--- src/rtl/usb_hub_port_repeater.sv ---
// Full-speed USB hub packet repeater: host packets go to all eligible downstream ports, one arbitrated port goes upstream.
// Optional babble disconnect is built when USB_HUB_BABBLE_DETECT_EN is defined.
module usb_hub_port_repeater #(
    parameter int NUM_USB_DEVICES = 2,
    parameter int MAX_PKT_BITS    = 1500,
    parameter int TURNAROUND_BITS = 4,
    localparam int AP_W = (NUM_USB_DEVICES > 1) ? $clog2(NUM_USB_DEVICES) : 1
) (
    input  logic                           hi_clock,
    input  logic                           reset_n,
    input  logic                           bit_en,
    input  logic [NUM_USB_DEVICES-1:0]     port_enable,
    input  logic [1:0]                     host_line,
    output logic                           host_drive_en,
    output logic [1:0]                     host_drive,
    input  logic [2*NUM_USB_DEVICES-1:0]   dev_line,
    output logic [NUM_USB_DEVICES-1:0]     dev_drive_en,
    output logic [2*NUM_USB_DEVICES-1:0]   dev_drive,
    output logic [AP_W-1:0]                active_port,
    output logic [NUM_USB_DEVICES-1:0]     port_babble,
    output logic [2:0]                     hub_state
);

    localparam logic [1:0] LINE_J   = 2'b01;
    localparam logic [1:0] LINE_K   = 2'b10;
    localparam logic [1:0] LINE_SE0 = 2'b00;
    localparam logic [1:0] LINE_SE1 = 2'b11;
    localparam int TURN_W = (TURNAROUND_BITS > 1) ? $clog2(TURNAROUND_BITS) : 1;
    localparam logic [2*NUM_USB_DEVICES-1:0] ALL_J = {NUM_USB_DEVICES{LINE_J}};

    typedef enum logic [2:0] {
        ST_IDLE  = 3'd0,
        ST_DOWN  = 3'd1,
        ST_UP    = 3'd2,
        ST_EOP_J = 3'd3,
        ST_TURN  = 3'd4
    } state_t;

    // SE1 is illegal on the wire; it is repeated and counted as SE0.
    function automatic logic [1:0] norm_line(input logic [1:0] l);
        return (l == LINE_SE1) ? LINE_SE0 : l;
    endfunction

    state_t                          state_r;
    logic [NUM_USB_DEVICES-1:0]      down_mask_r;
    logic                            se0_seen_r;
    logic                            forcing_r;
    logic [1:0]                      force_cnt_r;
    logic [TURN_W-1:0]               turn_cnt_r;
    logic [AP_W-1:0]                 active_port_r;
    logic                            host_drive_en_r;
    logic [1:0]                      host_drive_r;
    logic [NUM_USB_DEVICES-1:0]      dev_drive_en_r;
    logic [2*NUM_USB_DEVICES-1:0]    dev_drive_r;

    logic [NUM_USB_DEVICES-1:0]      babble_s;
    logic [NUM_USB_DEVICES-1:0]      eligible_s;
    logic                            arb_found_s;
    logic [AP_W-1:0]                 arb_idx_s;
    logic [1:0]                      host_src_s;
    logic [1:0]                      up_src_s;
    logic                            active_en_s;
    logic [2*NUM_USB_DEVICES-1:0]    sop_drive_s;
    logic [2*NUM_USB_DEVICES-1:0]    down_drive_s;

`ifdef USB_HUB_BABBLE_DETECT_EN
    localparam int PKT_W = $clog2(MAX_PKT_BITS + 1);
    logic [PKT_W-1:0]                pkt_cnt_r;
    logic [NUM_USB_DEVICES-1:0]      port_babble_r;
    logic [NUM_USB_DEVICES-1:0]      en_prev_r;
    assign babble_s = port_babble_r;
`else
    assign babble_s = {NUM_USB_DEVICES{1'b0}};
`endif

    assign eligible_s  = port_enable & ~babble_s;
    assign host_src_s  = norm_line(host_line);
    assign up_src_s    = norm_line(dev_line[{active_port_r, 1'b0} +: 2]);
    assign active_en_s = port_enable[active_port_r];

    assign host_drive_en = host_drive_en_r;
    assign host_drive    = host_drive_r;
    assign dev_drive_en  = dev_drive_en_r;
    assign dev_drive     = dev_drive_r;
    assign active_port   = active_port_r;
    assign port_babble   = babble_s;
    assign hub_state     = state_r;

    // Lowest-index eligible port showing K wins upstream arbitration.
    always_comb begin
        arb_found_s = 1'b0;
        arb_idx_s   = {AP_W{1'b0}};
        for (int i = NUM_USB_DEVICES - 1; i >= 0; i--) begin
            if (eligible_s[i] && (dev_line[2*i +: 2] == LINE_K)) begin
                arb_found_s = 1'b1;
                arb_idx_s   = AP_W'(i);
            end else begin
                arb_found_s = arb_found_s;
            end
        end
    end

    // Per-port drive values for the SOP bit and for continued downstream forwarding.
    always_comb begin
        sop_drive_s  = ALL_J;
        down_drive_s = ALL_J;
        for (int i = 0; i < NUM_USB_DEVICES; i++) begin
            sop_drive_s[2*i +: 2]  = eligible_s[i]  ? LINE_K : LINE_J;
            down_drive_s[2*i +: 2] = down_mask_r[i] ? host_src_s : LINE_J;
        end
    end

    // Repeater FSM: every counter and registered output advances once per bit strobe.
    always_ff @(posedge hi_clock or negedge reset_n) begin
        if (!reset_n) begin
            state_r         <= ST_IDLE;
            down_mask_r     <= {NUM_USB_DEVICES{1'b0}};
            se0_seen_r      <= 1'b0;
            forcing_r       <= 1'b0;
            force_cnt_r     <= 2'd0;
            turn_cnt_r      <= {TURN_W{1'b0}};
            active_port_r   <= {AP_W{1'b0}};
            host_drive_en_r <= 1'b0;
            host_drive_r    <= LINE_J;
            dev_drive_en_r  <= {NUM_USB_DEVICES{1'b0}};
            dev_drive_r     <= ALL_J;
`ifdef USB_HUB_BABBLE_DETECT_EN
            pkt_cnt_r       <= {PKT_W{1'b0}};
            port_babble_r   <= {NUM_USB_DEVICES{1'b0}};
            en_prev_r       <= {NUM_USB_DEVICES{1'b0}};
`endif
        end else if (bit_en) begin
`ifdef USB_HUB_BABBLE_DETECT_EN
            // A falling port_enable edge is the only way (besides reset) to re-admit a babbler.
            en_prev_r     <= port_enable;
            port_babble_r <= port_babble_r & ~(en_prev_r & ~port_enable);
`endif
            case (state_r)
                ST_IDLE: begin
                    se0_seen_r  <= 1'b0;
                    forcing_r   <= 1'b0;
                    force_cnt_r <= 2'd0;
                    if (host_line == LINE_K) begin
                        state_r        <= ST_DOWN;
                        down_mask_r    <= eligible_s;
                        dev_drive_en_r <= eligible_s;
                        dev_drive_r    <= sop_drive_s;
                    end else if (arb_found_s) begin
                        state_r         <= ST_UP;
                        active_port_r   <= arb_idx_s;
                        host_drive_en_r <= 1'b1;
                        host_drive_r    <= LINE_K;
`ifdef USB_HUB_BABBLE_DETECT_EN
                        pkt_cnt_r       <= PKT_W'(1);
`endif
                    end else begin
                        state_r <= ST_IDLE;
                    end
                end
                ST_DOWN: begin
                    dev_drive_r <= down_drive_s;
                    if (host_src_s == LINE_SE0) begin
                        se0_seen_r <= 1'b1;
                    end else if ((host_src_s == LINE_J) && se0_seen_r) begin
                        se0_seen_r <= 1'b0;
                        state_r    <= ST_EOP_J;
                    end else begin
                        se0_seen_r <= 1'b0;
                    end
                end
                ST_UP: begin
                    if (forcing_r) begin
                        // Hub-generated EOP: SE0, SE0, J.
                        if (force_cnt_r == 2'd1) begin
                            host_drive_r <= LINE_J;
                            forcing_r    <= 1'b0;
                            force_cnt_r  <= 2'd0;
                            state_r      <= ST_EOP_J;
                        end else begin
                            host_drive_r <= LINE_SE0;
                            force_cnt_r  <= force_cnt_r + 2'd1;
                        end
                    end else if (!active_en_s) begin
                        host_drive_r <= LINE_SE0;
                        forcing_r    <= 1'b1;
                        force_cnt_r  <= 2'd0;
`ifdef USB_HUB_BABBLE_DETECT_EN
                    end else if (pkt_cnt_r >= PKT_W'(MAX_PKT_BITS)) begin
                        host_drive_r                 <= LINE_SE0;
                        forcing_r                    <= 1'b1;
                        force_cnt_r                  <= 2'd0;
                        port_babble_r[active_port_r] <= 1'b1;
`endif
                    end else begin
                        host_drive_r <= up_src_s;
`ifdef USB_HUB_BABBLE_DETECT_EN
                        pkt_cnt_r    <= pkt_cnt_r + PKT_W'(1);
`endif
                        if (up_src_s == LINE_SE0) begin
                            se0_seen_r <= 1'b1;
                        end else if ((up_src_s == LINE_J) && se0_seen_r) begin
                            se0_seen_r <= 1'b0;
                            state_r    <= ST_EOP_J;
                        end else begin
                            se0_seen_r <= 1'b0;
                        end
                    end
                end
                ST_EOP_J: begin
                    host_drive_en_r <= 1'b0;
                    host_drive_r    <= LINE_J;
                    dev_drive_en_r  <= {NUM_USB_DEVICES{1'b0}};
                    dev_drive_r     <= ALL_J;
                    turn_cnt_r      <= {TURN_W{1'b0}};
                    state_r         <= ST_TURN;
                end
                ST_TURN: begin
                    // Line activity is deliberately ignored until the bus has settled.
                    if ((int'(turn_cnt_r) + 1) >= TURNAROUND_BITS) begin
                        turn_cnt_r <= {TURN_W{1'b0}};
                        state_r    <= ST_IDLE;
                    end else begin
                        turn_cnt_r <= turn_cnt_r + TURN_W'(1);
                    end
                end
                default: begin
                    host_drive_en_r <= 1'b0;
                    host_drive_r    <= LINE_J;
                    dev_drive_en_r  <= {NUM_USB_DEVICES{1'b0}};
                    dev_drive_r     <= ALL_J;
                    state_r         <= ST_IDLE;
                end
            endcase
        end else begin
            state_r <= state_r;
        end
    end

endmodule

--- config.mk ---
export PLATFORM = sky130hd
export DESIGN_NAME = usb_hub_port_repeater
export DESIGN_NICKNAME = d
export VERILOG_FILES = /design/src/rtl/usb_hub_port_repeater.sv
export SDC_FILE = /design/constraint.sdc
export NUM_CORES = 1
export LEC_CHECK = 0
export ABC_AREA = 1
export ABC_CLOCK_PERIOD_IN_PS = 2650
export CAP_MARGIN = 10
export CORE_UTILIZATION = 36
export DETAILED_ROUTE_END_ITERATION = 8
export HOLD_SLACK_MARGIN = 0.12
export PLACE_DENSITY = 0.6
export SLEW_MARGIN = 40
export SYNTH_ARGS = -nofsm -noshare
export SYNTH_HDL_FRONTEND = slang
export SYNTH_SLANG_ARGS = --single-unit
--- constraint.sdc ---
create_clock -name hi_clock -period 2.65 [get_ports hi_clock]
set_clock_uncertainty 0.05 [all_clocks]
set_input_delay 0.53 -clock hi_clock [delete_from_list [all_inputs] [get_ports hi_clock]]
set_output_delay 0.53 -clock hi_clock [all_outputs]
set_load 0.1 [all_outputs]
## Word level (Yosys, flattened, before mapping)

Cells that the tools add are included.

| storage, ports and cells | value |
|---|---|
| register bits after elaboration | 21 |
| input port bits | 11 |
| output and inout port bits | 15 |
| word-level logic and storage cells | 120 |

| cells by class | value |
|---|---|
| $add $sub $neg | 3 |
| order comparisons | 2 |
| eq/ne operators | 25 |
| shift-type cells | 1 |
| multiplexer cells | 50 |
| bitwise gates (word level) | 4 |
| reduce and logical (&&, ||, !) cells | 24 |

Operator list:

| cell | number |
|---|---|
| $mux 2 | 17 |
| $mux 3 | 8 |
| $ne 2x2->1 const B | 8 |
| $reduce_and 4->1 | 4 |
| $mux 1 | 15 |
| $ne 3x3->1 const B | 5 |
| $pmux 3 s5 | 1 |
| $pmux 2 s2 | 3 |
| $pmux 4 s3 | 1 |
| $reduce_and 3->1 | 4 |
| $eq 2x2->1 const B | 5 |
| $reduce_and 8->1 | 1 |
| $eq 2x1->1 const B | 3 |
| $eq 3x2->1 const B | 2 |
| $pmux 2 s3 | 1 |
| $add 2x1->2 const B | 2 |
| $logic_and 1x1->1 | 4 |
| $logic_not 2->1 | 2 |
| $mux 4 | 1 |
| $not 1->1 | 4 |
| $pmux 1 s2 | 2 |
| $reduce_and 2->1 | 2 |
| $reduce_bool 2->1 | 2 |
| $reduce_or 2->1 | 2 |
| other kinds (10) | 10 |

## Logic depth before layout (Yosys ltp)

Gate-level depths: netlist of run 1.

| logic depth | value |
|---|---|
| depth in word-level cells | 10 |
| mapped depth | 13 |
| depth with buffers taken out | 13 |

## Least setup slack after synthesis of run 1

No wires, ideal clock.

| timing path | value |
|---|---|
| kind | flip-flop to flip-flop |
| start | register active_port_r, in the netlist active_port |
| end | register state_r[0], in the netlist hub_state[0] |
| setup time | 0.123 ns |
| arrival | 2.260 ns |
| required time | 2.477 ns |
| setup slack | 0.217 ns |
| stages on the path, launching flop included | 13 |
| buffers on the path | 0 |
| clock period less this slack | 2.433 ns |
| path through | dfrtp_1 > inv_1 > or2_2 > o21ai_0 > ha_1 > inv_1 > nand2_1 > nor2_1 > nand3_1 > nand2_2 > nand2_2 > nand2_1 > nand2_1 |

| on the way | value |
|---|---|
| longest elaborated chain between the ends | 7 |
| elaborated cells between the ends (all ways) | 12 |
| those cells by class | 5 x eq/ne; 1 x shift; 3 x mux; 3 x reduce/logical |

RTL lines:

| element | RTL line | text |
|---|---|---|
| start, declared | 50 | `logic [AP_W-1:0] active_port_r;` |
| start signal, assigned | 122 | `active_port_r <= {AP_W{1'b0}};` |
| start signal, assigned | 150 | `active_port_r <= arb_idx_s;` |
| $shiftx 4x3->2 | 78 | `assign up_src_s = norm_line(dev_line[{active_port_r, 1'b0} +: 2]);` |
| $eq 2x2->1 | 41 | `return (l == LINE_SE1) ? LINE_SE0 : l;` |
| $mux 2 | 41 |  |
| $eq 2x1->1 | 201 | `end else if ((up_src_s == LINE_J) && se0_seen_r) begin` |
| $logic_and 1x1->1 | 201 |  |
| $ne 3x3->1 (no source line) | -- |  |
| $reduce_and 8->1 (no source line) (*) | -- |  |
| end signal, assigned | 235 | `state_r <= state_r;` |
| end, declared | 44 | `state_t state_r;` |

Every way passes the cells marked *; elsewhere a longest branch is shown, timed or not. The select of a mux whose other input is x is not followed.
A chain may end at the register's enable or synchronous reset.

## Worst setup path in the final report of run 1

| timing path | value |
|---|---|
| start | input port dev_line[3] |
| end | register state_r[0], in the netlist hub_state[0] |

| on the way | value |
|---|---|
| longest elaborated chain between the ends | 7 |
| elaborated cells between the ends (all ways) | 9 |
| those cells by class | 4 x eq/ne; 1 x shift; 1 x mux; 3 x reduce/logical |

RTL lines:

| element | RTL line | text |
|---|---|---|
| start, declared | 16 | `input logic [2*NUM_USB_DEVICES-1:0] dev_line,` |
| $shiftx 4x3->2 (*) | 78 |  |
| $eq 2x2->1 | 41 |  |
| $mux 2 (*) | 41 |  |
| $eq 2x1->1 | 201 |  |
| $logic_and 1x1->1 | 201 |  |
| $ne 3x3->1 (no source line) | -- |  |
| $reduce_and 8->1 (no source line) (*) | -- |  |

Every way passes the cells marked *; elsewhere a longest branch is shown, timed or not.

==> flow_metrics.tcl, run 1 <==
set metrics [dict create \
    status "finished, final reports clean" \
    finalNetCount 234 \
    report.final.setup_viol 0 \
    worstSetupStartpointType "input pin" \
    core_area_sq_mm 0.003442 \
    clk_pin_slew_worst_paths_ps 80 \
    area_growth_pct 22.22 \
    grt_max_degree 13 \
    crit_required_ps 2750 \
    hold_path_class "register to register" \
    io_buffers 23 \
    die_width_microns 63.01 \
    ys_ff_latch 21 \
    cts_tree "done" \
    yosysSeqAreaShare_pct 39.50 \
    antenna_found_initial 0 \
    ant_nets 0 \
    yosysUniqueCellTypes 23 \
    timing.hold.ws_ps 412.4 \
    drive_gt1_share_pct 17.59 \
    cap_violations 0 \
    clockRootBuffer "clkbuf_8" \
    avgSynthCellArea_sq_um 7.090 \
    std_cell_rows 21 \
    max_freq_mhz 466.2 \
    post_cts_resized 0 \
    placedCellCount 258 \
    fin_crit_ps 2145 \
    syn_inst 189 \
    h-tree-depth 1 \
    route.detailed.drc 0 \
    grt_pass1_vias 1088 \
    critPathMaxFanout 4 \
    cts_setup_buffers 0 \
    diodes 0 \
    dp_hpwl_microns 2350 \
    crit_type "input pin to register" \
    cts_sinks 21 \
    cts.path.max_buffers 2 \
    place_congestion 0.8478 \
    cts_hold_buf 0 \
    initial_utilization_pct 38.93 \
    grt-ovfl-total 0 \
    slew_viol_final 0 \
    min_period_over_period_pct 80.95 \
    hold_viol_final 0 \
    rsz0062_at_grt "false" \
    fp.dieH_microns 63.01 \
    cp-end-kind "register" \
    first_iter_violations 51 \
    synth_area_sq_mm 0.001340 \
    vias_per_cell 4.760 \
    grt_first_pass_wirelength_microns 4830 \
    nFillCells 365 \
    routed_wl_microns 2919 \
    track_usage_pct 15.35 \
    firstDrtPassIters 4 \
    setup_tns_ps 0 \
    yosys_warnings 0 \
    instances_no_fill 262 \
    cp.arrival_ps 2250 \
    cts_buffers 3 \
    clock_latency_ps 260 \
    post-route-util_pct 47.58 \
    wl_per_cell_microns 11.14 \
    vias 1247 \
    die_area_sq_mm 0.003970 \
    io-pin-count 26 \
]
## cells by family (layout without fill, tap and decap cells)
group,Yosys count,after routing,share of synthesized area (%)
fa+ha+maj,6,6,5.602
flops,21,21,39.50
buf+inv,34,60,10.18
other cells,1,2,0.2798
compound gates,20,20,7.750
simple gates,107,107,36.69
## cell usage in the layout (no fill, tap or decap), types with 2 or more instances in the layout
cell type and count:
nand3_1 21, clkdlybuf4s50_1 10, ha_1 6, or2_2 2
o22ai_1 2, conb_1 2, inv_2 2, a21oi_1 4
buf_4 14, inv_1 29, nand2_1 63, nand2_2 4
nand4_1 2, nor2_1 6, o21ai_0 13, clkinv_2 2
dfrtp_1 18, dfstp_2 3, clkbuf_8 3, nor2_2 5
## layer usage
layer	GRT usage [%]	share of wire, %
met1	21.05	48
met2	24.73	46
met3	2.372	4.9
met4	4.360	0.99
met5	0	0
## critical path, cell delays in order
cell and delay (ps):
clkdlybuf4s50_1 430, or2_2 300, o21ai_0 130, ha_1 280, inv_1 70, nand2_1 50
nor2_1 80, nand3_1 80, nand2_2 110, nand2_2 70, nand2_1 70, nand2_1 50
## synth_stat cells, drive strengths merged
| master | number | area (sq um) |
|---|---|---|
| a21oi | 4 | 20.02 |
| a31oi | 1 | 6.260 |
| buf | 2 | 15.01 |
| clkinv | 1 | 5.000 |
| conb | 1 | 3.750 |
| dfrtp | 18 | 450.4 |
| dfstp | 3 | 78.83 |
| ha | 6 | 75.07 |
| inv | 31 | 116.4 |
| nand2 | 67 | 261.5 |
| nand3 | 23 | 132.6 |
| nand3b | 1 | 7.510 |
| nand4 | 2 | 12.51 |
| nor2 | 12 | 65.06 |
| o21ai | 13 | 65.06 |
| o22ai | 2 | 12.51 |
| or2 | 2 | 12.51 |
## flip-flops by register name, summed over array words and instances, names as in the netlist
register       cells
active_port        1
dev_drive          4
dev_drive_en       2
down_mask_r        2
force_cnt_r        2
forcing_r          1
host_drive         2
host_drive_en      1
hub_state          3
se0_seen_r         1
turn_cnt_r         2
## path summary, 6_finish.rpt
kind	slack, ps	cells after the start	to	from
max in group asynchronous	1390	2	host_drive[0]$_DFFE_PN1P_	reset_n
max reg2reg	710	12	hub_state[0]$_DFFE_PN0P_	active_port$_DFFE_PN0P_
min reg2reg	410	2	host_drive[0]$_DFFE_PN1P_	host_drive[0]$_DFFE_PN1P_
min	410	2	host_drive[0]$_DFFE_PN1P_	host_drive[0]$_DFFE_PN1P_
max	500	12	hub_state[0]$_DFFE_PN0P_	dev_line[3]
min in group asynchronous	550	1	force_cnt_r[1]$_DFFE_PN0P_	reset_n
## through the flow
stage	instance area, sq um	worst slack (ps)
2_1_floorplan	1344	216.6
3_3_place_gp	1592	290.8
3_5_place_dp	1592	227.4
4_1_cts	1638	496.2
5_1_grt	1638	369.7
6_report	1638	504.8
## area by class of cell
class                      count  area [sq um]  share of cell area, %
clock buffer                   3         41.29                  2.521
multi-input combinational    135         678.2                  41.41
sequential                    21         529.3                  32.31
tap                           46         57.56                  3.514
timing repair buffer          24         205.2                  12.53
clock inverter                 1         5.005                 0.3056
inverter                      32         121.4                  7.410
Power of run 1 is left out: the tool's default activity adds up to more than one toggle a clock period on the data nets, which glitch-free logic cannot reach.
==> inputs of run 2 (changes only) <==
- ABC_CLOCK_PERIOD_IN_PS: 2650 -> 2000
- clock period: 2.65 -> 2 ns (I/O delays scaled with it)
==> flow_metrics.tcl, run 2 (synthesis gave the netlist of run 1 again) <==
set metrics [dict create \
    status "finished, final reports clean" \
    io-pin-count 26 \
    io_buffers 23 \
    cap_violations 0 \
    cts.path.max_buffers 2 \
    cp-end-kind "register" \
    ant_nets 0 \
    grt_max_degree 22 \
    instances_no_fill 271 \
    fp.dieH_microns 63.01 \
    clk_pin_slew_worst_paths_ps 80 \
    largest_reg_flops 4 \
    cts_buffers 3 \
    clockRootBuffer "clkbuf_8" \
    die_width_microns 63.01 \
    pre_cts_ws_ps -269.5 \
    min_period_over_period_pct 93.24 \
    core_area_sq_mm 0.003442 \
    vias_per_cell 4.712 \
    vias 1277 \
    grt-ovfl-total 0 \
    die_area_sq_mm 0.003970 \
    drive_gt1_share_pct 22.22 \
    timing.hold.ws_ps 424.6 \
    h-tree-depth 1 \
    initial_utilization_pct 38.93 \
    finalNetCount 243 \
    slew_viol_final 0 \
    max_freq_mhz 536.2 \
    critPathMaxFanout 7 \
    hold_viol_final 0 \
    setup_ws_ps 135.2 \
    cts_sinks 21 \
    cp.arrival_ps 1970 \
    crit_type "register to register" \
    hold_path_class "register to register" \
    rsz0062_at_grt "false" \
    crit_required_ps 2110 \
    routed_wl_microns 3030 \
    route.detailed.drc 0 \
    first_iter_violations 47 \
    area_growth_pct 34.55 \
    grt_first_pass_wirelength_microns 5409 \
    clock_latency_ps 260 \
    placedCellCount 267 \
    track_usage_pct 17.26 \
    final_cell_mix "63 x nand2_1, 28 x inv_1, 21 x nand3_1, 16 x dfrtp_1, 16 x buf_4" \
    firstDrtPassIters 4 \
    setup_tns_ps 0 \
    dp_hpwl_microns 2458 \
    cts_hold_buf 0 \
    std_cell_rows 21 \
    diodes 0 \
    final_common_cell "nand2_1" \
    antenna_found_initial 0 \
    wl_per_cell_microns 11.18 \
    report.final.setup_viol 0 \
    cts_tree "done" \
    fin_crit_ps 1865 \
    grt_pass1_vias 1221 \
    worstSetupStartpointType "register" \
    place_congestion 0.8645 \
]
==> run 2: cell count changes in the layout (fill, tap and decap cells not counted), sizes merged <==
cell,previous run,this run
dlymetal6s2s,0,1
buf,14,23
clkdlybuf4s50,10,9
clkbuf,3,4
clkinv,2,1
==> run 2: repair_timing <==
| action | 4_1_cts | 5_1_grt |
|---|---|---|
| setup buffers | 0 | 0 |
| endpoints found under the setup margin | 0 | 3 |
| gates resized for setup | 0 | 3 |
| endpoints found under the hold margin | 0 | 0 |
==> run 2: layout make-up <==
| class | instances | area [sq um] |
|---|---|---|
| well taps | 46 | 57.56 |
| fillers | 345 | 1639 |
| inverters | 32 | 121.4 |
| repair buffers | 33 | 362.8 |
| multi-input cells | 135 | 681.9 |
| flip-flops and latches | 21 | 534.3 |
| clock buffers | 4 | 45.04 |
==> run 2: stage by stage <==
step	instance area [sq um]	utilization (%)
6_report	1803	52.38
3_5_place_dp	1752	50.89
5_1_grt	1803	52.38
2_1_floorplan	1349	-
4_1_cts	1797	52.20
3_3_place_gp	1752	50.89
==> run 2: path summary, 6_finish.rpt <==
| kind | start | endpoint | slack, ps | depth (start not counted) |
|---|---|---|---|---|
| setup / recovery | active_port$_DFFE_PN0P_ | hub_state[1]$_DFFE_PN0P_ | 140 | 12 |
| hold / removal | dev_drive_en[1]$_DFFE_PN0P_ | dev_drive_en[1]$_DFFE_PN0P_ | 420 | 2 |
| setup reg to reg | active_port$_DFFE_PN0P_ | hub_state[1]$_DFFE_PN0P_ | 140 | 12 |
| hold reg to reg | dev_drive_en[1]$_DFFE_PN0P_ | dev_drive_en[1]$_DFFE_PN0P_ | 420 | 2 |
| max in group asynchronous | reset_n | dev_drive[2]$_DFFE_PN1P_ | 1200 | 2 |
| min in group asynchronous | reset_n | host_drive_en$_DFFE_PN0P_ | 430 | 2 |
==> run 2: routing by layer <==
layer	wire length [microns]	part of all wire, %	vias to the layer above	GRT usage (%)
met5	0	0	-	0
met4	44	1.5	0	6.977
met3	136	4.5	4	2.555
met2	1442	48	33	27.82
met1	1406	46	577	22.95
li1	-	-	663	-
==> run 2: critical path: stages (launching register included) <==
cell and delay (ps):
dfrtp_4 480, inv_2 50, or2_2 270, o21ai_2 70, ha_1 250, inv_1 70
nand2_1 50, nor2_1 80, nand3_1 80, nand2_2 120, nand2_2 80, nand2_1 70
nand2_1 50
Power of run 2 is left out for the same reason.
==> inputs of run 3 (changes only) <==
- ABC_AREA: 1 -> default
==> flow_metrics.tcl, run 3 <==
set metrics [dict create \
    clock_latency_ps 270 \
    grt-ovfl-total 0 \
    slew_viol_final 0 \
    wl_per_cell_microns 14.40 \
    fp.dieH_microns 63.72 \
    placedCellCount 226 \
    hold_viol_final 0 \
    status "finished, final reports clean" \
    avgSynthCellArea_sq_um 9.082 \
    die_area_sq_mm 0.004060 \
    cap_violations 0 \
    largest_reg_flops 4 \
    place_congestion 0.8475 \
    hold_path_class "input pin to async pin" \
    ys_ff_latch 21 \
    nFillCells 359 \
    diodes 0 \
    ant_nets 0 \
    initial_utilization_pct 37.46 \
    grt_pass1_vias 1198 \
    cts_buffers 3 \
    async_flop_share_pct 100.0 \
    min_period_over_period_pct 90.72 \
    yosysSeqAreaShare_pct 38.59 \
    cp.arrival_ps 1920 \
    crit_type "input pin to register" \
    cts_setup_buffers 0 \
    cts_sinks 21 \
    drive_gt1_share_pct 24.73 \
    final_cell_mix "25 x nand2_1, 17 x buf_4, 16 x o21ai_0, 16 x dfrtp_1, 10 x clkdlybuf4s50_1" \
    instances_no_fill 230 \
    firstDrtPassIters 4 \
    cp-end-kind "register" \
    fin_crit_ps 1814 \
    fin_area_sq_mm 0.001817 \
    dpl_cell_area_sq_mm 0.001770 \
    clockRootBuffer "clkbuf_8" \
    synth.area.top_cells "dfrtp_1 33%, nand2_1 6.8%, o21ai_0 5.8%" \
    die_width_microns 63.72 \
    clk_pin_slew_worst_paths_ps 80 \
    syn_inst 151 \
    antenna_found_initial 0 \
    synth_edf_count 0 \
    critPathMaxFanout 4 \
    yosysUniqueCellTypes 45 \
    post-route-util_pct 49.62 \
    grt_util_met1_pct 23.12 \
    synth_top_area_share_pct 32.85 \
    yosysMostFrequentCell "nand2_1" \
    grt_first_pass_wirelength_microns 5713 \
    core_area_sq_mm 0.003661 \
    netlist_top_cells_count "25 x nand2_1, 18 x dfrtp_1, 16 x o21ai_0, 9 x inv_1, 8 x a21oi_1" \
    vias 1215 \
    cts_tree "done" \
    final_common_cell "nand2_1" \
    finalNetCount 200 \
    synth_flop_cell "dfrtp_1" \
    synth_area_sq_mm 0.001371 \
    rsz0062_at_grt "false" \
    grt_max_degree 22 \
    setup_tns_ps 0 \
    first_iter_violations 48 \
    grtUsageMet2_pct 31.65 \
    vias_per_cell 5.283 \
    io-pin-count 26 \
    h-tree-depth 1 \
    cts.path.max_buffers 2 \
    area_growth_pct 32.48 \
    io_buffers 23 \
    gr-usage-met3_pct 3.261 \
    track_usage_pct 18.33 \
    max_freq_mhz 551.1 \
    routed_wl_microns 3313 \
    std_cell_rows 22 \
    post_cts_resized 0 \
    dp_hpwl_microns 2582 \
    synth_top_area_cell "dfrtp_1" \
    report.final.setup_viol 0 \
    route.detailed.drc 0 \
    crit_required_ps 2110 \
    cts_hold_buf 0 \
    grt_busiest_layer "met2" \
    yosys_warnings 0 \
    worstSetupStartpointType "input pin" \
]
[run 3: metrics by stage]
step	worst slack (ps)	hold WS, ps
after floorplan	27.47	54.41
after global placement	-42.75	415.6
after detailed placement	-109.1	423.1
after CTS	180.8	434.1
after global routing	155.3	442.0
final	185.6	426.3
[run 3: metal layers]
metal / part of all wire (%) / routed length, microns
met1: 43 / 1431
met2: 51 / 1689
met3: 4.9 / 161
met4: 0.91 / 30
met5: 0 / 0
[run 3: cell type report]
cell class	instances	area, sq um	share of cell area (%)
repair buffers	35	387.9	21.35
inverters	9	33.78	1.860
clock inverters	1	5.005	0.2755
multi-input cells	113	757.0	41.67
well taps	48	60.06	3.306
clock buffers	3	41.29	2.273
flip-flops and latches	21	531.8	29.27
[run 3: worst paths after layout]
check,from,endpoint,slack (ps),depth (start not counted)
setup / recovery,host_line[1],dev_drive[1]$_DFFE_PN0P_,190,6
hold / removal,reset_n,down_mask_r[0]$_DFFE_PN0P_,430,2
setup reg to reg,hub_state[2]$_DFFE_PN0P_,hub_state[0]$_DFFE_PN0P_,330,4
hold reg to reg,host_drive_en$_DFFE_PN0P_,host_drive_en$_DFFE_PN0P_,430,1
max in group asynchronous,reset_n,host_drive[0]$_DFFE_PN1P_,1190,2
min in group hi_clock,host_drive_en$_DFFE_PN0P_,host_drive_en$_DFFE_PN0P_,430,1
[run 3: logic make-up (layout without fill, tap and decap cells)]
group | after synthesis | after routing | share of synthesized area, %
flops | 21 | 21 | 38.60
simple gates | 51 | 51 | 19.07
mux | 8 | 8 | 7.391
other cells | 1 | 2 | 0.2735
buf+inv | 18 | 48 | 6.477
fa+ha+maj | 7 | 7 | 6.204
compound gates | 45 | 45 | 21.99
[run 3: critical path: stages]
cell and delay, ps:
clkdlybuf4s50_1 510, ha_1 220, nand2b_4 60, o21a_1 190, a21o_4 250, mux2_4 300
Power of run 3 is left out for the same reason.
